## src/rtl/alu_arbiter_if.sv

```systemverilog
// Bundle of requester, response and shared-ALU signals for alu_arbiter.
// The arbiter uses the slave side; requesters and the external ALU sit on the master side.
interface alu_arbiter_if #(
    parameter int DATA_W = 4,
    parameter int OP_W   = 3
);
    logic              req0_valid;
    logic              req1_valid;
    logic              req0_ready;
    logic              req1_ready;
    logic [OP_W-1:0]   req0_opcode;
    logic [OP_W-1:0]   req1_opcode;
    logic [DATA_W-1:0] req0_a;
    logic [DATA_W-1:0] req0_b;
    logic [DATA_W-1:0] req1_a;
    logic [DATA_W-1:0] req1_b;
    logic              resp0_valid;
    logic              resp1_valid;
    logic              resp0_ready;
    logic              resp1_ready;
    logic [DATA_W-1:0] resp_data;
    logic              resp_err;
    logic [OP_W-1:0]   alu_opcode;
    logic [DATA_W-1:0] alu_op1;
    logic [DATA_W-1:0] alu_op2;
    logic [DATA_W-1:0] alu_result;

    modport slave (
        input  req0_valid, req1_valid, req0_opcode, req1_opcode,
        input  req0_a, req0_b, req1_a, req1_b,
        input  resp0_ready, resp1_ready, alu_result,
        output req0_ready, req1_ready, resp0_valid, resp1_valid,
        output resp_data, resp_err, alu_opcode, alu_op1, alu_op2
    );

    modport master (
        output req0_valid, req1_valid, req0_opcode, req1_opcode,
        output req0_a, req0_b, req1_a, req1_b,
        output resp0_ready, resp1_ready, alu_result,
        input  req0_ready, req1_ready, resp0_valid, resp1_valid,
        input  resp_data, resp_err, alu_opcode, alu_op1, alu_op2
    );
endinterface

```

## src/rtl/alu_arbiter.sv

```systemverilog
// Round-robin arbiter sharing one combinational ALU between two requesters.
// Handshake: a transfer happens on a rising edge where valid && ready are both high.
module alu_arbiter #(
    parameter int DATA_W = 4,
    parameter int OP_W   = 3
) (
    input  logic               clk,
    input  logic               rst,
    alu_arbiter_if.slave       bus,
    output logic [1:0]         o_state
);
    typedef enum logic [1:0] {
        IDLE = 2'd0,
        EXEC = 2'd1,
        RESP = 2'd2
    } state_t;

    state_t            r_state;
    logic              r_owner;
    logic              r_last;
    logic              r_resp0_valid;
    logic              r_resp1_valid;
    logic [DATA_W-1:0] r_resp_data;
    logic              r_resp_err;
    logic [OP_W-1:0]   r_alu_opcode;
    logic [DATA_W-1:0] r_alu_op1;
    logic [DATA_W-1:0] r_alu_op2;

    logic w_grant0;
    logic w_grant1;
    logic w_supported;
    logic w_resp_done;

    // Grant is decoded from the current valids so a lone requester is accepted in the same cycle.
    assign w_grant0    = (r_state == IDLE) && bus.req0_valid && (!bus.req1_valid || r_last);
    assign w_grant1    = (r_state == IDLE) && bus.req1_valid && (!bus.req0_valid || !r_last);
    assign w_supported = (r_alu_opcode < OP_W'(4));
    assign w_resp_done = r_owner ? bus.resp1_ready : bus.resp0_ready;

    assign bus.req0_ready  = w_grant0;
    assign bus.req1_ready  = w_grant1;
    assign bus.resp0_valid = r_resp0_valid;
    assign bus.resp1_valid = r_resp1_valid;
    assign bus.resp_data   = r_resp_data;
    assign bus.resp_err    = r_resp_err;
    assign bus.alu_opcode  = r_alu_opcode;
    assign bus.alu_op1     = r_alu_op1;
    assign bus.alu_op2     = r_alu_op2;
    assign o_state         = r_state;

    always_ff @(posedge clk) begin
        if (rst) begin
            r_state       <= IDLE;
            r_owner       <= 1'b0;
            r_last        <= 1'b1;
            r_resp0_valid <= 1'b0;
            r_resp1_valid <= 1'b0;
            r_resp_data   <= '0;
            r_resp_err    <= 1'b0;
            r_alu_opcode  <= '0;
            r_alu_op1     <= '0;
            r_alu_op2     <= '0;
        end else begin
            case (r_state)
                IDLE: begin
                    if (w_grant0) begin
                        r_alu_opcode <= bus.req0_opcode;
                        r_alu_op1    <= bus.req0_a;
                        r_alu_op2    <= bus.req0_b;
                        r_owner      <= 1'b0;
                        r_state      <= EXEC;
                    end else if (w_grant1) begin
                        r_alu_opcode <= bus.req1_opcode;
                        r_alu_op1    <= bus.req1_a;
                        r_alu_op2    <= bus.req1_b;
                        r_owner      <= 1'b1;
                        r_state      <= EXEC;
                    end
                end
                EXEC: begin
                    // Unsupported opcodes discard whatever the ALU produced.
                    r_resp_data   <= w_supported ? bus.alu_result : '0;
                    r_resp_err    <= !w_supported;
                    r_resp0_valid <= !r_owner;
                    r_resp1_valid <= r_owner;
                    r_state       <= RESP;
                end
                RESP: begin
                    if (w_resp_done) begin
                        r_resp0_valid <= 1'b0;
                        r_resp1_valid <= 1'b0;
                        r_last        <= r_owner;
                        r_state       <= IDLE;
                    end
                end
                default: r_state <= IDLE;
            endcase
        end
    end
endmodule
```

## src/flat_wrapper.sv

```systemverilog
// flat-port wrapper written by rule: the top's interface ports become plain ports
module alu_arbiter_flat 
#(
    parameter int DATA_W = 4,
    parameter int OP_W   = 3
)
  (clk, rst, o_state, bus_req0_valid, bus_req1_valid, bus_req0_opcode, bus_req1_opcode, bus_req0_a, bus_req0_b, bus_req1_a, bus_req1_b, bus_resp0_ready, bus_resp1_ready, bus_alu_result, bus_req0_ready, bus_req1_ready, bus_resp0_valid, bus_resp1_valid, bus_resp_data, bus_resp_err, bus_alu_opcode, bus_alu_op1, bus_alu_op2);
  alu_arbiter_if #(.DATA_W(DATA_W), .OP_W(OP_W)) bus_i ();
  input  logic clk;
  input  logic rst;
  output logic [1:0] o_state;
  input wire logic [$bits(bus_i.req0_valid)-1:0] bus_req0_valid;
  input wire logic [$bits(bus_i.req1_valid)-1:0] bus_req1_valid;
  input wire logic [$bits(bus_i.req0_opcode)-1:0] bus_req0_opcode;
  input wire logic [$bits(bus_i.req1_opcode)-1:0] bus_req1_opcode;
  input wire logic [$bits(bus_i.req0_a)-1:0] bus_req0_a;
  input wire logic [$bits(bus_i.req0_b)-1:0] bus_req0_b;
  input wire logic [$bits(bus_i.req1_a)-1:0] bus_req1_a;
  input wire logic [$bits(bus_i.req1_b)-1:0] bus_req1_b;
  input wire logic [$bits(bus_i.resp0_ready)-1:0] bus_resp0_ready;
  input wire logic [$bits(bus_i.resp1_ready)-1:0] bus_resp1_ready;
  input wire logic [$bits(bus_i.alu_result)-1:0] bus_alu_result;
  output wire logic [$bits(bus_i.req0_ready)-1:0] bus_req0_ready;
  output wire logic [$bits(bus_i.req1_ready)-1:0] bus_req1_ready;
  output wire logic [$bits(bus_i.resp0_valid)-1:0] bus_resp0_valid;
  output wire logic [$bits(bus_i.resp1_valid)-1:0] bus_resp1_valid;
  output wire logic [$bits(bus_i.resp_data)-1:0] bus_resp_data;
  output wire logic [$bits(bus_i.resp_err)-1:0] bus_resp_err;
  output wire logic [$bits(bus_i.alu_opcode)-1:0] bus_alu_opcode;
  output wire logic [$bits(bus_i.alu_op1)-1:0] bus_alu_op1;
  output wire logic [$bits(bus_i.alu_op2)-1:0] bus_alu_op2;
  assign bus_i.req0_valid = bus_req0_valid;
  assign bus_i.req1_valid = bus_req1_valid;
  assign bus_i.req0_opcode = bus_req0_opcode;
  assign bus_i.req1_opcode = bus_req1_opcode;
  assign bus_i.req0_a = bus_req0_a;
  assign bus_i.req0_b = bus_req0_b;
  assign bus_i.req1_a = bus_req1_a;
  assign bus_i.req1_b = bus_req1_b;
  assign bus_i.resp0_ready = bus_resp0_ready;
  assign bus_i.resp1_ready = bus_resp1_ready;
  assign bus_i.alu_result = bus_alu_result;
  assign bus_req0_ready = bus_i.req0_ready;
  assign bus_req1_ready = bus_i.req1_ready;
  assign bus_resp0_valid = bus_i.resp0_valid;
  assign bus_resp1_valid = bus_i.resp1_valid;
  assign bus_resp_data = bus_i.resp_data;
  assign bus_resp_err = bus_i.resp_err;
  assign bus_alu_opcode = bus_i.alu_opcode;
  assign bus_alu_op1 = bus_i.alu_op1;
  assign bus_alu_op2 = bus_i.alu_op2;
  alu_arbiter #(.DATA_W(DATA_W), .OP_W(OP_W)) u_core (.clk(clk), .rst(rst), .bus(bus_i), .o_state(o_state));
endmodule
```

## config.mk

```make
export PLATFORM = sky130hd
export DESIGN_NAME = alu_arbiter_flat
export DESIGN_NICKNAME = d
export VERILOG_FILES = /design/src/rtl/alu_arbiter_if.sv /design/src/rtl/alu_arbiter.sv /design/src/flat_wrapper.sv
export SDC_FILE = /design/constraint.sdc
export NUM_CORES = 1
export LEC_CHECK = 0
export BUFFER_PORTS_ARGS = -buffer_cell sky130_fd_sc_hd__buf_2
export CAP_MARGIN = 0
export CORE_MARGIN = 4
export CORE_UTILIZATION = 47
export CTS_CLUSTER_DIAMETER = 60
export DETAILED_ROUTE_END_ITERATION = 8
export PLACE_DENSITY_LB_ADDON = 0.15
export RECOVER_POWER = 50
export SETUP_SLACK_MARGIN = 0.2
export SLEW_MARGIN = 20
export SYNTH_ARGS = -nofsm -noshare
export SYNTH_HDL_FRONTEND = slang
export SYNTH_SLANG_ARGS = --single-unit
```

## constraint.sdc

```tcl
create_clock -name clk -period 3.7 [get_ports clk]
set_input_delay 0.37 -clock clk [delete_from_list [all_inputs] [get_ports clk]]
set_output_delay 0.37 -clock clk [all_outputs]
set_load 0.03 [all_outputs]
```

==> results of run 1 <==
==> kinds of logic after synthesis <==
family | after synthesis | synth area share, %
flops | 22 | 42.8
mux | 1 | 0.972
compound gates | 48 | 29.0
simple gates | 40 | 21.9
buf+inv | 10 | 5.35
==> power by group <==
part           internal [mW]  switching (mW)
sequential             0.263          0.0225
combinational         0.0609           0.120
clock                  0.110          0.0780
==> metrics by stage <==
step / util [%] / std cells
5_1_grt: 64.5 / 195
4_1_cts: 65.6 / 195
2_1_floorplan: - / 121
3_3_place_gp: 63.0 / 191
3_5_place_dp: 63.0 / 191
6_report: 64.5 / 195
==> cell usage after synthesis (all sizes together) <==
library cell	number
nand2	7
a311oi	11
nand3b	5
a21oi	19
nor3b	1
dfxtp	22
nand2b	2
o21ai	13
clkbuf	4
nor2	6
and2	1
mux2i	1
and2b	1
or3b	1
buf	6
or2	1
o21bai	2
a32oi	1
a2111oi	1
and3	1
nor2b	3
nand3	11
a221oi	1
==> routing by layer <==
metal  vias to the layer above  wire length (um)  track usage [%]
li1                        548                 -                -
met1                       498              1130             20.5
met2                        39              1310             33.1
met3                         5               201             3.81
met4                         0                40             8.71
met5                         -                 0                0
==> worst reg2reg max path, stage by stage, from the launching register on <==
cell and delay (ps):
dfxtp_1 450, nor2_2 460, and2_1 470, a311oi_1 160
==> worst paths after layout <==
check | cells after the start | slack (ps) | start | endpoint
worst max-delay path | 3 | 1680 | u_core.o_state[0] | bus_req1_ready
worst min-delay path | 3 | 290 | bus_alu_result[2] | u_core.bus.resp_data[2]
worst max register to register | 3 | 2020 | u_core.o_state[0] | u_core.bus.alu_opcode[0]
worst min register to register | 2 | 460 | u_core.bus.resp_data[1] | u_core.bus.resp_data[1]
==> layout make-up <==
cell class | count | area [um^2]
Clock buffer | 3 | 22.5
Clock inverter | 1 | 30.0
Fill cell | 211 | 717
Multi-Input combinational cell | 89 | 534
Sequential cell | 22 | 440
Tap cell | 27 | 33.8
Timing Repair Buffer | 53 | 244
==> state kept, by name, summed over array words and instances (netlist names) <==
name                    cells
u_core.bus.alu_opcode       3
u_core.r_last               1
u_core.o_state              2
u_core.r_owner              1
u_core.bus.resp_data        4
u_core.bus.resp1_valid      1
u_core.bus.alu_op1          4
u_core.bus.resp_err         1
u_core.bus.alu_op2          4
u_core.bus.resp0_valid      1
==> results.yml, run 1 <==
die:
  die_area_um2: 3000
  num_rows: 16
  die_y_um: 54.8
  die_width_um: 54.8
  io-pin-count: 54
  core_region_area_um2: 2020
  start_util_pct: 50.9
final_layout:
  syn2layout_area_growth_pct: 26.7
  nets: 201
  final_common_cell: "buf_2"
  final_area_um2: 1310
  diodes: 0
  mostFrequentLayoutCells: "buf_2, dfxtp_1, a21oi_1"
  drive_gt1_share_pct: 25.6
sta:
  rsz0062_at_grt: "no"
  clock.fmax_ghz: 0.495
  setup_viol: 0
  fin_tns_setup_ps: 0
  maxSlewViolCount: 0
  min_period_ps: 2020
  finalCritPeriodShare_pct: 54.6
  hold_viol_final: 0
  worst_slew_pin_slew_ps: 760
  whs_ps: 294
  setup_slack_ps: 1680
  relSlewSlack_pct: 49.2
  clock_skew_ps: 14.0
yosys:
  synthCells: 121
  ys_ff_latch: 22
  syn_nets: 153
  synth.avg_cell_area_um2: 8.51
  synth_cell_type_count: 28
  yosysTopAreaCell: "dfxtp_1"
  synth_top_cell_area_share_pct: 42.8
  yosysSeqAreaShare_pct: 42.8
  syn_area_um2: 1030
  synth_area_leaders: "dfxtp_1, a311oi_1, a21oi_1, nand3_1, o21ai_1"
  yosys_warnings: 0
critical_path:
  cp.arrival_ps: 1650
  cp_top_family: "simple AND/OR/NAND/NOR gates"
  startpoint_type: "flop"
  critPathMaxFanout: 14
  endpoint_kind: "output pin"
  cp_slowest_cell: "dfxtp_1"
  worstSetupPathType: "reg2out"
  crit_chain: "nor2_2 -> and3_1 -> buf_2"
  path_buf_inv: 1
  max_stage_delay_ps: 450
  worstPathRequired_ps: 3330
cts:
  clock-sinks: 22
  clock_latency_ps: 320
  clkTransAtPathRegs_ps: 130
  cts_buffers: 3
  htreeDepth: 1
  cts_tree: "built"
  root_buffer: "clkbuf_4"
  clockBufferDepth: 2
  cts_resized: 0
  ctsHoldBuffers: 0
  post_cts_buffers: 0
global_routing:
  grt_util_all_layers_pct: 18.5
  grt_remaining_overflow: 0
  grt_max_degree: 23
  antenna_found_initial: 0
  grt_first_pass_wirelength_um: 3970
  grt_pass1_vias: 918
place:
  place.gp.congestion: 0.719
  dpl_cell_area_um2: 1270
  numPortBuffers: 53
  place_ws_ps: 1940
  dp_hpwl_um: 1860
worst_hold_path:
  hold_path.class: "in2reg"
routing:
  finalWirelength_um: 2680
  wl_per_cell_um: 13.7
  viasPerCell: 5.59
  dr.pass1.iters: 4
  drtIter0Drc: 15
  vias: 1090
  postRouteAntennaNets: 0
  drc: 0
power:
  ir_drop_v: 0.000327
  report.power.total_mw: 0.655
  p_per_area_nw_per_um2: 502
  p_leak_nw: 0.522
run_status:
  outcome: "completed"
run:
  maxCapViolCount: 0
Note: power is estimated with default switching activity, not from simulation.
==> inputs of run 2 (changes only) <==
--- a/config.mk
+++ b/config.mk
@@ -8,7 +8,7 @@
 export BUFFER_PORTS_ARGS = -buffer_cell sky130_fd_sc_hd__buf_2
 export CAP_MARGIN = 0
 export CORE_MARGIN = 4
-export CORE_UTILIZATION = 47
+export CORE_UTILIZATION = 44
 export CTS_CLUSTER_DIAMETER = 60
 export DETAILED_ROUTE_END_ITERATION = 8
 export PLACE_DENSITY_LB_ADDON = 0.15
==> constraint.sdc (replaced) <==
create_clock -name clk -period 2 [get_ports clk]
set_input_delay 0.2 -clock clk [delete_from_list [all_inputs] [get_ports clk]]
set_output_delay 0.2 -clock clk [all_outputs]
set_load 0.03 [all_outputs]
==> run 2 against run 1 <==
- non-clock buffer count increased by 3
- final cell count grew 2.1%
- register-to-register slack got worse by 1500 ps
- combinational power is 93% higher
- clock-buffer cell count rose by 1
- total power increased by 71%
- utilization down 5.2 points
- routed wire length rose by 6.1%
- critical path type unchanged
- critical endpoint is now bus_req0_ready
==> results.yml, run 2 (synthesis results as in run 1) <==
global_routing:
  antenna_found_initial: 0
  grt_pass1_vias: 1075
  grt_remaining_overflow: 0
  grt_first_pass_wirelength_um: 4820
  grt_max_degree: 23
  grt_util_all_layers_pct: 18.5
sta:
  worst_slew_pin_slew_ps: 448
  relSlewSlack_pct: 70.2
  maxSlewViolCount: 0
  setup_viol: 0
  hold_viol_final: 0
  clock.fmax_ghz: 0.562
  min_period_ps: 1780
  clock_skew_ps: 6.83
  fin_tns_setup_ps: 0
  rsz0062_at_grt: "no"
  setup_slack_ps: 221
  finalCritPeriodShare_pct: 88.9
critical_path:
  r2r_slack_ps: 500
  startpoint_type: "flop"
  cp_slowest_cell: "or3b_4"
  cp.arrival_ps: 1580
  worstSetupPathType: "reg2out"
  crit_chain: "or3b_4 -> nor2_1 -> buf_2"
  r2r-start: "u_core.o_state[1]"
  critPathMaxFanout: 13
  endpoint_kind: "output pin"
  r2r_cells: 3
  worstPathRequired_ps: 1800
  max_stage_delay_ps: 530
  r2r_end: "u_core.bus.alu_opcode[2]"
run:
  maxCapViolCount: 0
die:
  die_width_um: 56.4
  die_y_um: 56.4
  start_util_pct: 46.5
  die_area_um2: 3180
  num_rows: 17
  core_region_area_um2: 2210
  io-pin-count: 54
power:
  report.power.total_mw: 1.12
  p_leak_nw: 0.530
  p_per_area_nw_per_um2: 854
  ir_drop_v: 0.000469
final_layout:
  fin_cells: 199
  fillers: 224
  final_area_um2: 1310
  final_common_cell: "buf_2"
  syn2layout_area_growth_pct: 27.6
  diodes: 0
  mostFrequentLayoutCells: "buf_2, dfxtp_1, a21oi_1"
  drive_gt1_share_pct: 27.5
  nets: 204
place:
  place_ws_ps: 496
  dpl_cell_area_um2: 1300
  numPortBuffers: 53
  place.gp.congestion: 0.803
  dp_hpwl_um: 2120
  dp_cells: 195
routing:
  vias: 1104
  drc: 0
  postRouteAntennaNets: 0
  drtIter0Drc: 20
  dr.pass1.iters: 4
  finalWirelength_um: 2840
  highest_layer: "met4"
  route.met2.wl_um: 1410
  wl_per_cell_um: 14.3
  wl_met1_um: 1170
  viasPerCell: 5.55
  met3_length_um: 232
cts:
  htreeDepth: 1
  cts_buffers: 3
  clockBufferDepth: 2
  clkTransAtPathRegs_ps: 120
  cts_tree: "built"
  clock_latency_ps: 300
  ctsHoldBuffers: 0
  clock-sinks: 22
  root_buffer: "clkbuf_4"
worst_hold_path:
  worstHoldStart: "bus_alu_result[3]"
  hold_path.class: "in2reg"
  min_path_cells: 3
  holdPathEnd: "u_core.bus.resp_data[3]"
run_status:
  outcome: "completed"
-- run 2: cell types whose count changed in the layout (fill, tap and decap cells not counted), sizes merged --
| cell | previous run | this run |
|---|---|---|
| buf | 36 | 39 |
| bufinv | 1 | 0 |
| clkbuf | 20 | 21 |
-- run 2: worst max-delay path, delay by kind of cell (launching register included) --
kind	cells	cell delay, ps
buffers and inverters	1	200
flip-flops	1	440
AND/OR/NAND/NOR	2	650
-- run 2: how the worst max path moves through the flow --
stage                           start                  endpoint  slack [ps]  cells past startpoint
global placement    u_core.o_state[1]            bus_req0_ready         580                      3
floorplan           u_core.o_state[1]            bus_req0_ready         310                      3
detailed placement  u_core.o_state[0]  u_core.bus.alu_opcode[2]         500                      3
CTS                 u_core.o_state[1]            bus_req0_ready         270                      3
finish              u_core.o_state[1]            bus_req0_ready         220                      3
global route        u_core.o_state[1]            bus_req0_ready         140                      3
-- run 2: layer usage --
| layer | GRT usage [%] | vias up |
|---|---|---|
| li1 | - | 552 |
| met1 | 22.0 | 494 |
| met2 | 32.9 | 52 |
| met3 | 3.91 | 6 |
| met4 | 6.10 | 0 |
| met5 | 0 | - |
-- run 2: timing repair --
action	4_1_cts	5_1_grt
buffers inserted	0	0
setup endpoints to repair	1	0
endpoints found under the hold margin	0	0
resized for setup	2	0
-- run 2: layout make-up --
type / count / area (um^2) / share of cell area, %
clock buffer: 4 / 36.3 / 2.76
multi-input combinational: 89 / 534 / 40.7
sequential: 22 / 442 / 33.6
tap: 28 / 35.0 / 2.67
timing repair buffer: 56 / 267 / 20.3
-- run 2: stage by stage --
stage | hold slack [ps] | utilization [%]
6_report | 156 | 59.4
3_5_place_dp | 442 | 58.7
3_3_place_gp | 435 | 58.7
4_1_cts | 146 | 60.4
2_1_floorplan | 277 | -
5_1_grt | 140 | 59.4
-- run 2: power by group --
group / leakage (nW) / switching (mW) / internal [mW]
registers: 0.182 / 0.0429 / 0.487
logic: 0.327 / 0.229 / 0.121
clock network: 0.0210 / 0.131 / 0.111
total: 0.530 / 0.403 / 0.719
==> inputs of run 3 (changes only) <==
--- a/config.mk
+++ b/config.mk
@@ -5,6 +5,7 @@
 export SDC_FILE = /design/constraint.sdc
 export NUM_CORES = 1
 export LEC_CHECK = 0
+export ABC_AREA = 1
 export BUFFER_PORTS_ARGS = -buffer_cell sky130_fd_sc_hd__buf_2
 export CAP_MARGIN = 0
 export CORE_MARGIN = 4
==> constraint.sdc (replaced) <==
create_clock -name clk -period 2 [get_ports clk]
set_input_delay 0.4 -clock clk [delete_from_list [all_inputs] [get_ports clk]]
set_output_delay 0.4 -clock clk [all_outputs]
set_load 0.03 [all_outputs]
==> run 3 against run 2 <==
- via count increased by 0.72%
- worst setup slack improved by 110 ps
- critical path type unchanged
- hold slack gained 160 ps
- clock skew decreased by 5.0 ps
- register-to-register slack improved by 30 ps
- sequential power fell by 4%
- sequential cell count stayed put
- combinational power grew 5%
- routed wire length shrank 6.0%
==> results.yml, run 3 <==
run_status:
  outcome: "completed"
sta:
  clock.fmax_ghz: 0.601
  maxSlewViolCount: 0
  relSlewSlack_pct: 57.1
  setup_viol: 0
  min_period_ps: 1660
  worst_slew_pin_slew_ps: 643
  finalCritPeriodShare_pct: 83.2
  fin_tns_setup_ps: 0
  rsz0062_at_grt: "no"
  hold_viol_final: 0
  clock_skew_ps: 1.82
routing:
  viasPerCell: 4.73
  drc: 0
  postRouteAntennaNets: 0
  vias: 1112
  dr.pass1.iters: 4
  finalWirelength_um: 2670
  drtIter0Drc: 16
  wl_per_cell_um: 11.3
cts:
  htreeDepth: 1
  clock_latency_ps: 310
  root_buffer: "clkbuf_4"
  ctsHoldBuffers: 0
  cts_tree: "built"
  clkTransAtPathRegs_ps: 130
  cts_buffers: 3
  cts_resized: 0
  clock-sinks: 22
  clockBufferDepth: 2
die:
  start_util_pct: 47.7
  num_rows: 17
  core_region_area_um2: 2280
  die_width_um: 57.7
  die_y_um: 57.7
  die_area_um2: 3320
  io-pin-count: 54
yosys:
  ys_ff_latch: 22
  synth_cell_type_count: 21
  synth_most_common_cell: "nand2_1"
  synth_common_cells: "nand2_1, inv_1, dfxtp_1"
  yosysTopAreaCell: "dfxtp_1"
  syn_nets: 186
  synthFlopType: "dfxtp_1"
  synth_top_cell_area_share_pct: 40.6
  syn_area_um2: 1080
  synth_area_leaders: "dfxtp_1, nand2_1, inv_1, a21oi_1, nand3_1"
  ys_async_sr_fraction_pct: 0
  yosys_warnings: 0
  synth-edff-count: 0
  synthCells: 154
  yosysSeqAreaShare_pct: 40.6
  synth.avg_cell_area_um2: 7.04
critical_path:
  r2r_slack_ps: 530
  worstPathRequired_ps: 1600
  endpoint_kind: "output pin"
  r2r_end: "u_core.bus.alu_op1[0]"
  r2r-start: "u_core.o_state[0]"
  crit_start: "u_core.o_state[0]"
  startpoint_type: "flop"
  worstSetupPathType: "reg2out"
  critPathMaxFanout: 6
  cp.arrival_ps: 1260
  r2r_cells: 7
worst_hold_path:
  holdPathEnd: "u_core.bus.resp_data[2]"
  min_path_cells: 3
  worstHoldStart: "bus_alu_result[2]"
  hold_path.class: "in2reg"
global_routing:
  grt_first_pass_wirelength_um: 4580
  grt_pass1_vias: 1111
  grt_remaining_overflow: 0
  grt_util_all_layers_pct: 17.1
  grt_max_degree: 22
  antenna_found_initial: 0
place:
  dp_hpwl_um: 1980
  numPortBuffers: 53
  place.gp.congestion: 0.757
final_layout:
  diodes: 0
  nets: 240
  mostFrequentLayoutCells: "buf_2, nand2_1, inv_1"
  syn2layout_area_growth_pct: 25.7
  drive_gt1_share_pct: 27.1
  finish.utilization_pct: 59.9
  final_common_cell: "buf_2"
power:
  ir_drop_v: 0.000476
  p_leak_nw: 0.755
  p_per_area_nw_per_um2: 827
run:
  maxCapViolCount: 0
-- run 3: cell types whose count changed after synthesis, sizes merged, moves of 3 or more --
cell,before,now
o21ai,13,1
inv,0,31
nand4,0,11
nand3,11,15
nor2b,3,0
a311oi,11,0
nand3b,5,0
nand2,7,38
-- run 3: stage by stage --
stage                     cell area [um^2]  power, mW  setup WS [ps]  hold slack, ps  instances
after floorplan                       1080      0.798            499             452        154
after global placement                1340      0.886            530             442        229
after detailed placement              1340      0.889            522             454        229
after CTS                             1390       1.15            312             316        235
after global routing                  1360       1.20            253             320        235
final                                 1360       1.13            335             318        235
-- run 3: routing by layer --
layer | vias to the layer above | global-route usage [%] | routed length, um
li1 | 598 | - | -
met1 | 480 | 21.3 | 1220
met2 | 32 | 28.5 | 1210
met3 | 2 | 4.45 | 221
met4 | 0 | 5.96 | 18
met5 | - | 0 | 0
-- run 3: cell families (layout without fill, tap and decap cells) --
logic type	count (synthesis)	after routing	synth area share, %
AND/OR/NAND/NOR	72	72	30.9
buffers and inverters	39	92	16.4
flip-flops	22	22	40.6
AO/OA/AOI/OAI	21	21	12.1
-- run 3: worst max-delay path by stage --
stage,end,slack [ps],cells after the start
2_1_floorplan,bus_req1_ready,500,4
4_1_cts,bus_req1_ready,310,4
3_3_place_gp,u_core.bus.alu_op1[1],530,6
3_5_place_dp,bus_req1_ready,520,4
6_report,bus_req1_ready,340,4
5_1_grt,bus_req1_ready,250,4
-- run 3: report_power, final --
group | switching [mW] | leakage, nW | internal [mW]
combinational | 0.247 | 0.553 | 0.118
sequential | 0.0253 | 0.182 | 0.485
clock | 0.140 | 0.0210 | 0.111
total | 0.413 | 0.755 | 0.715
-- run 3: what timing repair did --
action,4_1_cts,5_1_grt
buffers inserted,2,0
endpoints found under the setup margin,1,0
hold endpoints to repair,0,0
-- run 3: worst max-delay path, cell delays in order, from the launching register on --
cell and delay, ps:
dfxtp_1 370, nor2_4 200, nand3_1 120, inv_1 70, buf_2 190
-- run 3: layout make-up --
class                   instances  area, um^2
clock buffers                   4        36.3
fillers                       233         912
inverters                      31         116
multi-input cells              93         454
flip-flops and latches         22         440
well taps                      28        35.0
repair buffers                 57         282
